`config.mk`:
```
export PLATFORM = sky130hd
export DESIGN_NAME = stopwatch_timer_core
export DESIGN_NICKNAME = d
export VERILOG_FILES = /design/src/rtl/stopwatch_pkg.sv /design/src/rtl/stopwatch_timer_core_tick_divider.sv /design/src/rtl/stopwatch_timer_core.sv
export SDC_FILE = /design/constraint.sdc
export NUM_CORES = 1
export LEC_CHECK = 0
export BUFFER_PORTS_ARGS = -buffer_cell sky130_fd_sc_hd__buf_2
export CAP_MARGIN = 30
export CORE_MARGIN = 2
export CORE_UTILIZATION = 55
export CTS_BUF_LIST = sky130_fd_sc_hd__clkbuf_16
export DETAILED_ROUTE_END_ITERATION = 10
export GPL_TIMING_DRIVEN = 0
export PLACE_DENSITY_LB_ADDON = 0.05
export SYNTH_ARGS = -nofsm -noshare
export SYNTH_HDL_FRONTEND = slang
export SYNTH_SLANG_ARGS = --single-unit
```
`constraint.sdc`:
```
create_clock -name clk -period 5.7 [get_ports clk]
set_input_delay 0.855 -clock clk [delete_from_list [all_inputs] [get_ports clk]]
set_output_delay 0.855 -clock clk [all_outputs]
set_load 0.005 [all_outputs]
```
`src/rtl/stopwatch_pkg.sv`:
```
// Shared types, limits and the binary-to-BCD helper for the MM:SS stopwatch core.
package stopwatch_pkg;

    typedef enum logic [1:0] {
        PAUSED = 2'd0,
        RUN    = 2'd1,
        DONE   = 2'd2
    } run_state_t;

    localparam int SEC_MAX = 59;

    // Two-digit conversion; inputs above 99 clamp so the tens digit never exceeds 9.
    function automatic logic [7:0] bin2bcd2(input logic [6:0] bin);
        logic [6:0] val;
        logic [3:0] tens;
        logic [3:0] ones;
        val  = (bin > 7'd99) ? 7'd99 : bin;
        tens = 4'(val / 7'd10);
        ones = 4'(val % 7'd10);
        return {tens, ones};
    endfunction

endpackage

```
`src/rtl/stopwatch_timer_core_tick_divider.sv`:
```
// Free-running divider producing a one-cycle tick every DIV cycles; held at zero while clr is high.
module tick_divider #(
    parameter int DIV = 2
) (
    input  logic clk,
    input  logic reset,
    input  logic clr,
    output logic tick
);

    localparam int            CW   = (DIV > 1) ? $clog2(DIV) : 1;
    localparam logic [CW-1:0] LAST = CW'(DIV - 1);

    logic [CW-1:0] cnt;

    always_ff @(posedge clk or negedge reset) begin
        if (!reset) begin
            cnt <= '0;
        end else if (clr || (cnt == LAST)) begin
            cnt <= '0;
        end else begin
            cnt <= cnt + CW'(1);
        end
    end

    // Tick is gated by clr so the first tick lands exactly DIV cycles after release.
    assign tick = !clr && (cnt == LAST);

endmodule

```
`src/rtl/stopwatch_timer_core.sv`:
```
// MM:SS stopwatch/timer: run-state FSM, time registers, adjust, lap hold and registered BCD outputs.
module stopwatch_timer_core
    import stopwatch_pkg::*;
#(
    parameter int CLK_HZ   = 100_000_000,
    parameter int COUNT_HZ = 1,
    parameter int ADJ_HZ   = 2,
    parameter int MIN_MAX  = 99
) (
    input  logic       clk,
    input  logic       reset,
    input  logic       pause_pulse,
    input  logic       clear_pulse,
    input  logic       lap_pulse,
    input  logic       adj,
    input  logic       sel,
    input  logic       mode_down,
    output logic [3:0] min_tens,
    output logic [3:0] min_ones,
    output logic [3:0] sec_tens,
    output logic [3:0] sec_ones,
    output logic       running,
    output logic       done,
    output logic       rollover,
    output logic       lap_active
);

    localparam int            COUNT_DIV = CLK_HZ / COUNT_HZ;
    localparam int            ADJ_DIV   = CLK_HZ / ADJ_HZ;
    localparam int            MW        = (MIN_MAX > 1) ? $clog2(MIN_MAX + 1) : 1;
    localparam logic [MW-1:0] MIN_TOP   = MW'(MIN_MAX);
    localparam logic [5:0]    SEC_TOP   = 6'(SEC_MAX);

    run_state_t    state;
    run_state_t    state_next;
    logic [5:0]    sec_val;
    logic [5:0]    sec_next;
    logic [MW-1:0] min_val;
    logic [MW-1:0] min_next;
    logic          lap;
    logic          lap_next;
    logic          wrap;
    logic          wrap_next;
    logic          reach_zero;
    logic          count_tick;
    logic          adj_tick;
    logic          count_clr;
    logic          adj_clr;
    logic [7:0]    min_bcd;
    logic [7:0]    sec_bcd;

    assign count_clr = !((state == RUN) && !adj);
    assign adj_clr   = !adj;

    tick_divider #(.DIV(COUNT_DIV)) u_count_div (
        .clk   (clk),
        .reset (reset),
        .clr   (count_clr),
        .tick  (count_tick)
    );

    tick_divider #(.DIV(ADJ_DIV)) u_adj_div (
        .clk   (clk),
        .reset (reset),
        .clr   (adj_clr),
        .tick  (adj_tick)
    );

    always_ff @(posedge clk or negedge reset) begin
        if (!reset) begin
            state <= PAUSED;
        end else begin
            state <= state_next;
        end
    end

    // The tick is evaluated against the current state; pause_pulse then decides the next state.
    always_comb begin
        state_next = state;
        sec_next   = sec_val;
        min_next   = min_val;
        lap_next   = lap ^ lap_pulse;
        wrap_next  = 1'b0;
        reach_zero = 1'b0;

        if (clear_pulse) begin
            state_next = PAUSED;
            sec_next   = '0;
            min_next   = '0;
            lap_next   = 1'b0;
        end else begin
            if (adj) begin
                if (adj_tick) begin
                    if (sel) begin
                        sec_next = (sec_val == SEC_TOP) ? '0 : sec_val + 6'd1;
                    end else begin
                        min_next = (min_val == MIN_TOP) ? '0 : min_val + MW'(1);
                    end
                end
            end else if (count_tick) begin
                if (mode_down) begin
                    if ((sec_val == '0) && (min_val == '0)) begin
                        reach_zero = 1'b1;
                    end else if (sec_val == '0) begin
                        sec_next = SEC_TOP;
                        min_next = min_val - MW'(1);
                    end else begin
                        sec_next   = sec_val - 6'd1;
                        reach_zero = (min_val == '0) && (sec_val == 6'd1);
                    end
                end else begin
                    if (sec_val == SEC_TOP) begin
                        sec_next = '0;
                        if (min_val == MIN_TOP) begin
                            min_next  = '0;
                            wrap_next = 1'b1;
                        end else begin
                            min_next = min_val + MW'(1);
                        end
                    end else begin
                        sec_next = sec_val + 6'd1;
                    end
                end
            end

            if (pause_pulse) begin
                case (state)
                    PAUSED:  state_next = RUN;
                    default: state_next = PAUSED;
                endcase
            end else if (reach_zero) begin
                state_next = DONE;
            end
        end
    end

    always_ff @(posedge clk or negedge reset) begin
        if (!reset) begin
            sec_val <= '0;
            min_val <= '0;
            lap     <= 1'b0;
            wrap    <= 1'b0;
        end else begin
            sec_val <= sec_next;
            min_val <= min_next;
            lap     <= lap_next;
            wrap    <= wrap_next;
        end
    end

    assign min_bcd = bin2bcd2(7'(min_val));
    assign sec_bcd = bin2bcd2(7'(sec_val));

    // Output stage: one cycle behind the time registers. Display freezes only while lap stays held.
    always_ff @(posedge clk or negedge reset) begin
        if (!reset) begin
            min_tens <= '0;
            min_ones <= '0;
            sec_tens <= '0;
            sec_ones <= '0;
            running  <= 1'b0;
            done     <= 1'b0;
            rollover <= 1'b0;
        end else begin
            if (!(lap && lap_next)) begin
                min_tens <= min_bcd[7:4];
                min_ones <= min_bcd[3:0];
                sec_tens <= sec_bcd[7:4];
                sec_ones <= sec_bcd[3:0];
            end
            running  <= (state == RUN);
            done     <= (state == DONE);
            rollover <= wrap;
        end
    end

    assign lap_active = lap;

endmodule

```
==> flow_metrics.py <==
metrics = {
    "synthesis": {
        "synth-seq-cells": 88,
        "synthMuxAreaShare_pct": 0.981,
        "yosysMostFrequentCell": "nor2_1",
        "syn_area_um2": 5230,
        "ys_seq_area_share_pct": 42.1,
        "synth_top_family_by_area": "simple AND/OR/NAND/NOR gates",
        "ys_types": 67,
        "synth_top_area_share_pct": 42.1,
        "synth_compound_area_share_pct": 14.1,
        "syn_area_per_cell_um2": 8.70,
        "yosys-top-cells-count": "93 x nor2_1, 88 x dfrtp_1, 49 x nand2_1",
        "synth_adder_area_share_pct": 3.11,
        "synth-simple-area-share_pct": 27.4,
        "synth_edf_count": 0,
        "synth_xor_area_share_pct": 8.54,
        "synthTopCellsByArea": "dfrtp_1 42%, nor2_1 6.7%, xor2_1 4.7%, xnor2_1 3.9%, nand2_1 3.5%",
        "postSynthCellCount": 601,
        "synth_nets": 622,
        "async_reset_ff_share_pct": 100,
        "yosys_warnings": 0,
        "ys.flop_type": "dfrtp_1",
        "synth_area_leader_cell": "dfrtp_1",
    },
    "floorplanning": {
        "ios": 28,
        "dieArea_um2": 10300,
        "die_y_um": 102,
        "coreArea_um2": 9240,
        "dieWidth_um": 102,
        "num_rows": 35,
        "start_util_pct": 56.6,
    },
    "placement": {
        "port_buffers": 26,
        "routabilityCongestion": 0.871,
        "dp_hpwl_um": 8360,
        "dp.cells": 757,
        "dp_slack_ns": 1.54,
        "placed_area_um2": 5550,
    },
    "cells_and_area": {
        "area_delta_synth_final_pct": 11.3,
        "layout-drive-gt1-share_pct": 10.2,
        "final_cells": 773,
        "layout.nets": 660,
        "finalInstanceArea_um2": 5820,
        "utilization_pct": 63.0,
        "num_antenna_cells": 0,
    },
    "power": {
        "combPwrFrac_pct": 14.0,
        "p_sw_share_pct": 27.7,
        "seqPwrFrac_pct": 47.3,
        "ir_drop_mv": 0.133,
        "power_density_nw_per_um2": 243,
        "p_int_mw": 1.02,
        "finalPower_mw": 1.41,
        "leakage_nw": 2.50,
        "switching_power_uw": 392,
        "power_frac_clock_pct": 38.7,
    },
    "cts": {
        "postCtsHoldBufs": 0,
        "cts_root_buf": "clkbuf_16",
        "clk_pin_slew_ns": 0.07,
        "clock_latency_ns": 0.33,
        "clock_path_buffers": 2,
        "cts.repair.resized": 0,
        "cts-buffers-inserted": 9,
        "cts_tree": "done",
        "cts_setup_buffers": 0,
        "cts_sinks": 88,
        "h-tree-depth": 3,
    },
    "timing": {
        "max_slew_margin_pct": 41.2,
        "finalSetupViolations": 0,
        "clock.fmax_mhz": 237,
        "min_period_ns": 4.22,
        "rsz0062_at_grt": "false",
        "period_share_pct": 74.1,
        "hold_violations": 0,
        "skew_ns": 0.00583,
        "hold-worst-slack_ns": 0.352,
        "worst_slew_pin_slew_ns": 0.880,
        "slew_viol_final": 0,
        "fin_ws_ns": 1.48,
        "setup_tns_ns": 0,
    },
    "route": {
        "detail_route.vias_per_cell": 5.74,
        "ant_nets": 0,
        "drtIter0Drc": 228,
        "post-route-drc-count": 0,
        "wl_per_cell_um": 15.2,
        "drt_first_pass_iters": 5,
        "routed_wl_um": 11700,
        "routed-via-count": 4434,
    },
    "setup_path": {
        "crit_arrival_ns": 4.48,
        "endpoint_kind": "register",
        "path_max_fanout": 10,
        "cp.required_ns": 5.96,
        "critPathKind": "reg2reg",
        "critPathLaunchType": "register",
    },
    "hold_path": {
        "hp-class": "reg2reg",
    },
    "status": {
        "status": "completed",
    },
    "global_route": {
        "grt_max_degree": 61,
        "grt_usage_pct": 24.4,
        "grt_pass1_vias": 4148,
        "grt_pass1_wl_um": 20000,
        "overflow": 0,
        "grt_antenna_before_repair": 0,
    },
    "flow_run": {
        "drv_cap": 0,
    },
}
## sequential cells by signal (all words and copies together) (netlist names)
signal           cells
min_val              7
sec_tens             3
u_adj_div.cnt       26
min_tens             4
sec_ones             4
lap_active           1
state                2
sec_val              6
u_count_div.cnt     27
done                 1
wrap                 1
rollover             1
running              1
min_ones             4
## cell families after synthesis
| family | count (synthesis) |
|---|---|
| simple gates | 285 |
| compound gates | 116 |
| flops | 88 |
| xor+xnor | 51 |
| buf+inv | 42 |
| fa+ha+maj | 13 |
| mux | 5 |
| other cells | 1 |
## placed cells by master (no fill, tap or decap), types with 13 or more instances in the layout
master    netlist  routed
a21oi_1        29      29
and3_1         16      16
buf_2           4      29
clkbuf_1       20      20
dfrtp_1        88      88
ha_1           13      13
nand2_1        49      49
nand3_1        33      33
nor2_1         93      93
nor3_1         17      17
o21ai_0        36      36
xnor2_1        23      23
xor2_1         28      28
## final timing paths
path                                        startpoint                      endpoint  slack [ns]  cells past startpoint
worst max-delay path            min_val[5]$_DFFE_PN0P_       min_ones[3]$_DFFE_PN0N_        1.48                     17
worst min-delay path                    wrap$_DFF_PN0_            rollover$_DFF_PN0_        0.35                      0
worst max register to register  min_val[5]$_DFFE_PN0P_       min_ones[3]$_DFFE_PN0N_        1.48                     17
worst min register to register          wrap$_DFF_PN0_            rollover$_DFF_PN0_        0.35                      0
max in group asynchronous                        reset  u_count_div.cnt[1]$_DFF_PN0_        4.64                      2
min in group asynchronous                        reset   u_adj_div.cnt[17]$_DFF_PN0_        0.44                      1
## cell type report
cell class              instances  area [um2]
inverters                      12        45.0
multi-input cells             471        2830
flip-flops and latches         88        2200
clock buffers                   9         225
well taps                     129         161
clock inverters                 7        45.0
plain buffers                  30         151
repair buffers                 27         160
fillers                       816        3420
## power groups by stage
stage / clock network, mW / registers, mW / logic [mW]
after global placement: 0 / 0.680 / 0.192
after CTS: 0.559 / 0.669 / 0.198
after global routing: 0.590 / 0.673 / 0.225
final: 0.547 / 0.669 / 0.198
after floorplan: 0 / 0.680 / 0.129
after detailed placement: 0 / 0.681 / 0.197
## worst max-delay path, stage by stage (launching register included)
cell and delay [ns]:
dfrtp_1 0.32, buf_2 0.19, clkbuf_1 0.33, a21oi_1 0.12
ha_1 0.19, clkbuf_1 0.19, or3_1 0.40, o211ai_1 0.22
ha_1 0.39, a21bo_2 0.18, a21boi_0 0.10, o22a_1 0.25
a21o_1 0.17, nor2_1 0.08, a21oi_1 0.07, ha_1 0.25
or4_1 0.53, a31oi_1 0.17
## metal layers
| layer | global-route usage [%] | vias up | share of wire [%] |
|---|---|---|---|
| met2 | 38.1 | 81 | 47 |
| met3 | 3.04 | 14 | 3.3 |
| li1 | - | 2199 | - |
| met1 | 35.5 | 2140 | 48 |
| met5 | 0 | - | 0 |
| met4 | 7.59 | 0 | 1.4 |
Power figures use the tool's default switching activity.
